==> config.mk <==
export PLATFORM = sky130hd
export DESIGN_NAME = request_arbiter_8
export DESIGN_NICKNAME = d
export VERILOG_FILES = /design/src/rtl/request_arbiter_8.sv
export SDC_FILE = /design/constraint.sdc
export NUM_CORES = 1
export LEC_CHECK = 0
export ABC_CLOCK_PERIOD_IN_PS = 1950
export CORE_MARGIN = 10
export CORE_UTILIZATION = 40
export DETAILED_ROUTE_END_ITERATION = 8
export PLACE_DENSITY_LB_ADDON = 0.3
export SYNTH_ARGS = -nofsm -noshare
export SYNTH_HDL_FRONTEND = slang
export SYNTH_SLANG_ARGS = --single-unit
==> constraint.sdc <==
create_clock -name Clock_In -period 1.95 [get_ports Clock_In]
set_input_delay 0.585 -clock Clock_In [delete_from_list [all_inputs] [get_ports Clock_In]]
set_output_delay 0.585 -clock Clock_In [all_outputs]
set_load 0.05 [all_outputs]
==> src/rtl/request_arbiter_8.sv <==
// Eight-way arbiter for a shared resource: one grant at a time, fixed or rotating priority,
// a hold-time limit per grant and an idle turnaround gap between grants.
module request_arbiter_8 #(
  parameter int MAX_HOLD    = 16,
  parameter int GAP_CYCLES  = 1,
  parameter int ROUND_ROBIN = 0
) (
  input  logic       Clock_In,
  input  logic       Reset_N_In,
  input  logic       Enable_In,
  input  logic [7:0] Request_In,
  output logic [7:0] Grant_Out,
  output logic [2:0] Grant_Index_Out,
  output logic       Grant_Valid_Out,
  output logic       Timeout_Out,
  output logic [1:0] state_dbg
);

  localparam int HOLD_W = $clog2(MAX_HOLD + 1);
  localparam int GAP_W  = $clog2(GAP_CYCLES + 1);

  typedef enum logic [1:0] {
    ST_IDLE  = 2'd0,
    ST_GRANT = 2'd1,
    ST_GAP   = 2'd2
  } state_t;

  state_t            state, state_nxt;
  logic [HOLD_W-1:0] hold_cnt, hold_nxt;
  logic [GAP_W-1:0]  gap_cnt, gap_nxt;
  logic [7:0]        grant_nxt;
  logic [2:0]        index_nxt;
  logic              valid_nxt;
  logic              timeout_nxt;

  logic [2:0] search_start;
  logic [2:0] winner;
  logic       can_arbitrate;
  logic       issue;
  logic       release_req;
  logic       expire;

  assign state_dbg = state;

  // Grant_Index_Out doubles as the last winner: it only changes when a grant is issued.
  assign search_start = (ROUND_ROBIN != 0) ? Grant_Index_Out - 3'd1 : 3'd7;

  // Downward search from search_start with wrap; the last assignment (k=0) has top priority.
  always_comb begin
    winner = search_start;
    for (int k = 7; k >= 0; k--) begin
      if (Request_In[search_start - 3'(k)]) winner = search_start - 3'(k);
    end
  end

  // The edge that ends the final gap cycle arbitrates just like an IDLE edge.
  assign can_arbitrate = (state == ST_IDLE) ||
                         ((state == ST_GAP) && (gap_cnt == GAP_W'(GAP_CYCLES)));
  assign issue         = can_arbitrate && Enable_In && (Request_In != 8'h00);
  assign release_req   = (state == ST_GRANT) && !Request_In[Grant_Index_Out];
  assign expire        = (state == ST_GRANT) && Request_In[Grant_Index_Out] &&
                         (hold_cnt == HOLD_W'(MAX_HOLD));

  // Next-state logic
  always_comb begin
    state_nxt = state;
    hold_nxt  = hold_cnt;
    gap_nxt   = gap_cnt;
    case (state)
      ST_GRANT: begin
        if (release_req || expire) begin
          state_nxt = ST_GAP;
          hold_nxt  = '0;
          gap_nxt   = GAP_W'(1);
        end else begin
          hold_nxt = hold_cnt + HOLD_W'(1);
        end
      end
      ST_IDLE, ST_GAP: begin
        if (!can_arbitrate) begin
          gap_nxt = gap_cnt + GAP_W'(1);
        end else if (issue) begin
          state_nxt = ST_GRANT;
          hold_nxt  = HOLD_W'(1);
          gap_nxt   = '0;
        end else begin
          state_nxt = ST_IDLE;
          gap_nxt   = '0;
        end
      end
      default: begin
        state_nxt = ST_IDLE;
        hold_nxt  = '0;
        gap_nxt   = '0;
      end
    endcase
  end

  // Next values of the registered outputs
  always_comb begin
    grant_nxt   = 8'h00;
    index_nxt   = Grant_Index_Out;
    valid_nxt   = 1'b0;
    timeout_nxt = expire;
    if (issue) begin
      grant_nxt = 8'h01 << winner;
      index_nxt = winner;
      valid_nxt = 1'b1;
    end else if ((state == ST_GRANT) && !release_req && !expire) begin
      grant_nxt = Grant_Out;
      valid_nxt = 1'b1;
    end
  end

  always_ff @(posedge Clock_In or negedge Reset_N_In) begin
    if (!Reset_N_In) begin
      state           <= ST_IDLE;
      hold_cnt        <= '0;
      gap_cnt         <= '0;
      Grant_Out       <= 8'h00;
      Grant_Index_Out <= 3'd0;
      Grant_Valid_Out <= 1'b0;
      Timeout_Out     <= 1'b0;
    end else begin
      state           <= state_nxt;
      hold_cnt        <= hold_nxt;
      gap_cnt         <= gap_nxt;
      Grant_Out       <= grant_nxt;
      Grant_Index_Out <= index_nxt;
      Grant_Valid_Out <= valid_nxt;
      Timeout_Out     <= timeout_nxt;
    end
  end

endmodule

Word level (Yosys, flattened, before mapping)
Index checks and enable logic that the tools add are counted.
W data, S select, Z words.
- output and inout bits: 15
- register bits: 21
- equality and inequality tests: 7
- reduce and logical (&&, ||, !) cells: 18
- magnitude comparators: 1
- $add $sub $neg: 2
- shift operators: 1
- muxes and demuxes: 25
- operators by type and width (cell ; number):
    $mux W3 ; 8
    $mux W8 ; 2
    $mux W5 ; 3
    $pmux W5 S2 ; 1
    $logic_and A1 B1 Y1 ; 8
    $reduce_bool A8 Y1 ; 1
    $shl A1 B3 Y8 const A ; 1
    $mux W1 ; 6
    $ne A2 B2 Y1 const B ; 3
    $add A5 B1 Y5 const B ; 1
    $eq A5 B5 Y1 const B ; 1
    $lt A3 B4 Y1 const B ; 1
    $mux W2 ; 2
    $pmux W2 S2 ; 1
    $reduce_and A2 Y1 ; 2
    $bmux W1 S3 ; 1
    $logic_not A1 Y1 ; 3
    $eq A2 B1 Y1 const B ; 1
    $eq A2 B2 Y1 const B ; 1
    $logic_not A2 Y1 ; 1
    $logic_or A1 B1 Y1 ; 2
    $ne A2 B1 Y1 const B ; 1
    $pmux W1 S2 ; 1
    $reduce_or A2 Y1 ; 1
    $add A1 B1 Y1 const B ; 1

Logic depth before layout (Yosys ltp)
- word-level depth: 10
- gate-level depth with buffers: 9
- mapped depth without buffers: 7

Least setup slack after synthesis
OpenSTA, ideal clock, no wires.
- kind: flip-flop to flip-flop
- start point: reg Grant_Index_Out[0]
- end point: reg hold_cnt[0]
- required time: 1.826 ns
- setup time: 0.124 ns
- stages on the path, launching flop included: 7
- period minus slack after synthesis: 1.892 ns
- arrival: 1.768 ns
- path buffers: 2
- setup slack: 0.058 ns
- path through: dfrtp_1 > buf_6 > mux2i_1 > a311oi_1 > and3_1 > buf_6 > a211o_2
- longest elaborated chain between the ends: 7
- ends and longest elaborated chain (what ; RTL line ; text):
    start: declaration ; 13 ; output logic [2:0] Grant_Index_Out,
    start signal: assignment ; 129 ; Grant_Index_Out <= index_nxt;
    $bmux W1 S3 * ; 60, 61 ;
    $mux W1 (implied by the code) * ; 60, 61 ;
    $logic_not A1 Y1 or $logic_and A1 B1 Y1 (tied branches) ; 60, 61 ;
    $logic_and A1 B1 Y1 (on tied branches) ; 60, 61 ;
    $logic_or A1 B1 Y1 * ; 71 ; if (release_req || expire) begin
    $mux W5 * ; 71 ;
    $pmux W5 S2 * ; 69 ; case (state)
    end signal: assignment ; 126 ; hold_cnt <= hold_nxt;
    end: declaration ; 29 ; logic [HOLD_W-1:0] hold_cnt, hold_nxt;
Mark *: on every way between the ends. The rest lies on a longest branch, timed or not. The select of a mux whose other input is x is not followed.
A chain may end at the register's enable or synchronous reset.

Worst setup path in the final report
- start point: in Request_In[1]
- end point: reg hold_cnt[0]
- longest elaborated chain between the ends: 7
- ends and longest elaborated chain (what ; RTL line ; text):
    start: declaration ; 11 ; input logic [7:0] Request_In,
    $bmux W1 S3 ; 60, 61 ;
    $mux W1 (implied by the code) ; 60, 61 ;
    $logic_not A1 Y1 or $logic_and A1 B1 Y1 (tied branches) ; 60, 61 ;
    $logic_and A1 B1 Y1 (on tied branches) ; 60, 61 ;
    $logic_or A1 B1 Y1 ; 71 ;
    $mux W5 ; 71 ;
    $pmux W5 S2 ; 69 ;
Parallel ways exist; a longest one is shown, timed or not. The select of a mux whose other input is x is not followed.

==> results.cfg <==
[grt]
grt_first_pass_wirelength_um = 4970
grt-ovfl-total = 0
met2_usage_pct = 20.7
grtUsageTotal_pct = 11.5
top_usage_layer = met2
met3_usage_pct = 3.13
antenna_found_initial = 0
grt_pass1_vias = 1061
grt_max_degree = 22
grt.met1_usage_pct = 12.1

[floorplan]
fp.dieW_um = 72.0
core_area_um2 = 2520
ios = 26
die_y_um = 72.0
rows = 18
dieArea_um2 = 5190
initial_core_util_pct = 43.0

[clock_tree]
cts_tree = yes
cts_buffer_depth = 2
h-tree-depth = 1
cts.clk_slew.worst_paths_ps = 120
cts_root_buffer = clkbuf_4
numCtsBuffers = 3
clk_latency_ps = 300
clock-sinks = 21
postCtsHoldBufs = 0
post_cts_buffers = 0

[cells_and_area]
diodes = 0
regArea_um2 = 526
stdcell_count = 183
fin_util_pct = 61.2
nNetsFinal = 167
area_growth_pct = 42.4
stdcell_area_um2 = 1540
drive_gt1_share_pct = 34.6
multi_input_area_um2 = 508
fill_cells = 231

[synth]
synth_top_area_share_pct = 48.5
synth_area_leaders = dfrtp_1 (48%), mux2i_1 (3.7%), nand2_1 (3.5%)
syn_nets = 118
synth-main-ff-cell = dfrtp_1
synth_edf_count = 0
async_flop_share_pct = 100
synth_cells = 105
ys_seq_area_share_pct = 48.5
ys_warn_count = 0
synth_area_um2 = 1080
yosysMostFrequentCell = dfrtp_1
synth.avg_cell_area_um2 = 10.3
synth_seq_cells = 21
post-synth-top-area-cell = dfrtp_1
synthTopCellsByCount = dfrtp_1 (21), nand2_1 (10), nor2_1 (10), inv_1 (8)
synth_cell_types = 39

[pwr]
p_comb_share_pct = 56.4
power_frac_clock_pct = 11.2
switching_share_pct = 42.0
p_sw_uw = 798
ir_drop_mv = 0.747
p_leak_uw = 0.000759
power_density_nw_per_um2 = 1230
pwr-share-seq_pct = 32.4
internal_power_uw = 1100
power.total_uw = 1900

[place]
dp.final_hpwl_um = 2360
post_dp_cell_area_um2 = 1490
dp.cells = 179
portBuffers = 25
place.gp.congestion = 0.830

[routing]
viasPerCell = 5.41
vias = 990
drtIter0Drc = 47
wirelength_um = 2930
drt_pass1_iterations = 6
avgRoutedWirePerCell_um = 16.0
drc = 0
detail-route-antenna-nets = 0

[timing]
rsz0062_at_grt = yes
tightest_slew_ps = 346
finalSetupTns_ps = 0
max_freq_mhz = 524
finalHoldViolCount = 0
layout_min_cycle_time_ps = 1910
finalSetupViolations = 0
relSlewSlack_pct = 76.7
slew_violations = 0
skew_ps = 4.42
post-route-period-util_pct = 98.0

[critical_path]
endpoint_kind = register
cp.arrival_ps = 2110
cp_top_family = buffers and inverters
startpoint_type = input port
critical_path_class = input port to register
cpPeakStageDelay_ps = 500
slowest_stage = clkdlybuf4s50_1
critPathRequiredTime_ps = 2150
path_max_fanout = 5
cp_cell_sequence = clkdlybuf4s50_1 -> mux2i_1 -> a22oi_1 -> and3_2 -> buf_4 -> a211o_2
path_buf_inv = 2

[worst_hold_path]
hold_class = register to register

[run]
maxCapViolCount = 0

[status]
outcome = completed
==> state kept, by name, summed over array words and instances (netlist names) <==
signal,count
Grant_Index_Out,3
gap_cnt,1
Grant_Valid_Out,1
hold_cnt,5
state_dbg,2
Grant_Out,8
Timeout_Out,1
==> power groups by stage <==
stage	logic, uW	registers, uW	clock network (uW)
6_report	1070	616	213
5_1_grt	1150	634	239
4_1_cts	1070	617	218
3_5_place_dp	1060	627	0
3_3_place_gp	1040	620	0
2_1_floorplan	439	838	0
==> metal layers <==
layer	part of all wire (%)	wire, um
met2	53	1550
met4	2.4	70
met5	0	0
met1	40	1170
met3	5.0	146
==> final cells by class <==
class                      count  share of cell area (%)
inverter                       8                    1.95
timing repair buffer          47                    26.9
tap                           30                    2.43
multi-input combinational     73                    32.9
clock buffer                   4                    1.70
sequential                    21                    34.1
==> kinds of logic after synthesis <==
family,share of synthesized area [%]
buf+inv,6.70
flops,48.5
compound gates,17.4
simple gates,19.5
xor+xnor,0.808
fa+ha+maj,2.31
mux,4.73
==> stage by stage <==
step / hold slack (ps) / worst slack (ps)
2_1_floorplan: 289 / 58.2
3_3_place_gp: 461 / -292
3_5_place_dp: 463 / -361
4_1_cts: 489 / 76.6
5_1_grt: 511 / 0.638
6_report: 486 / 39.9
==> what timing repair did <==
item                                    CTS  global route
resized for setup                         1             5
pin swaps                                 0             1
endpoints found under the setup margin    2             7
gates cloned                              0             0
==> layout by cell type (no fill, tap or decap), types with 2 or more instances in the layout <==
master	instances
a32o_1	3
o21ai_1	2
ha_1	2
nand3_1	4
nand2b_1	2
buf_12	3
dfrtp_1	21
and4bb_2	2
a31oi_1	2
buf_4	34
nor2_1	10
inv_1	8
clkdlybuf4s50_1	10
a22o_1	2
clkbuf_4	3
nand2_1	10
a22o_2	2
mux2i_1	4
or2_1	2
o21ai_0	3
==> path summary, 6_finish.rpt <==
check | slack (ps) | start | cells after the start | to
min | 490 | gap_cnt$_DFFE_PN0P_ | 1 | gap_cnt$_DFFE_PN0P_
max reg2reg | 140 | hold_cnt[0]$_DFFE_PN0P_ | 7 | hold_cnt[0]$_DFFE_PN0P_
max in group asynchronous | 1120 | Reset_N_In | 2 | Grant_Index_Out[1]$_DFFE_PN0P_
min in group asynchronous | 610 | Reset_N_In | 2 | state_dbg[1]$_DFFE_PN0P_
min reg2reg | 490 | gap_cnt$_DFFE_PN0P_ | 1 | gap_cnt$_DFFE_PN0P_
max | 40 | Request_In[1] | 6 | hold_cnt[0]$_DFFE_PN0P_
Power figures use the tool's default switching activity.
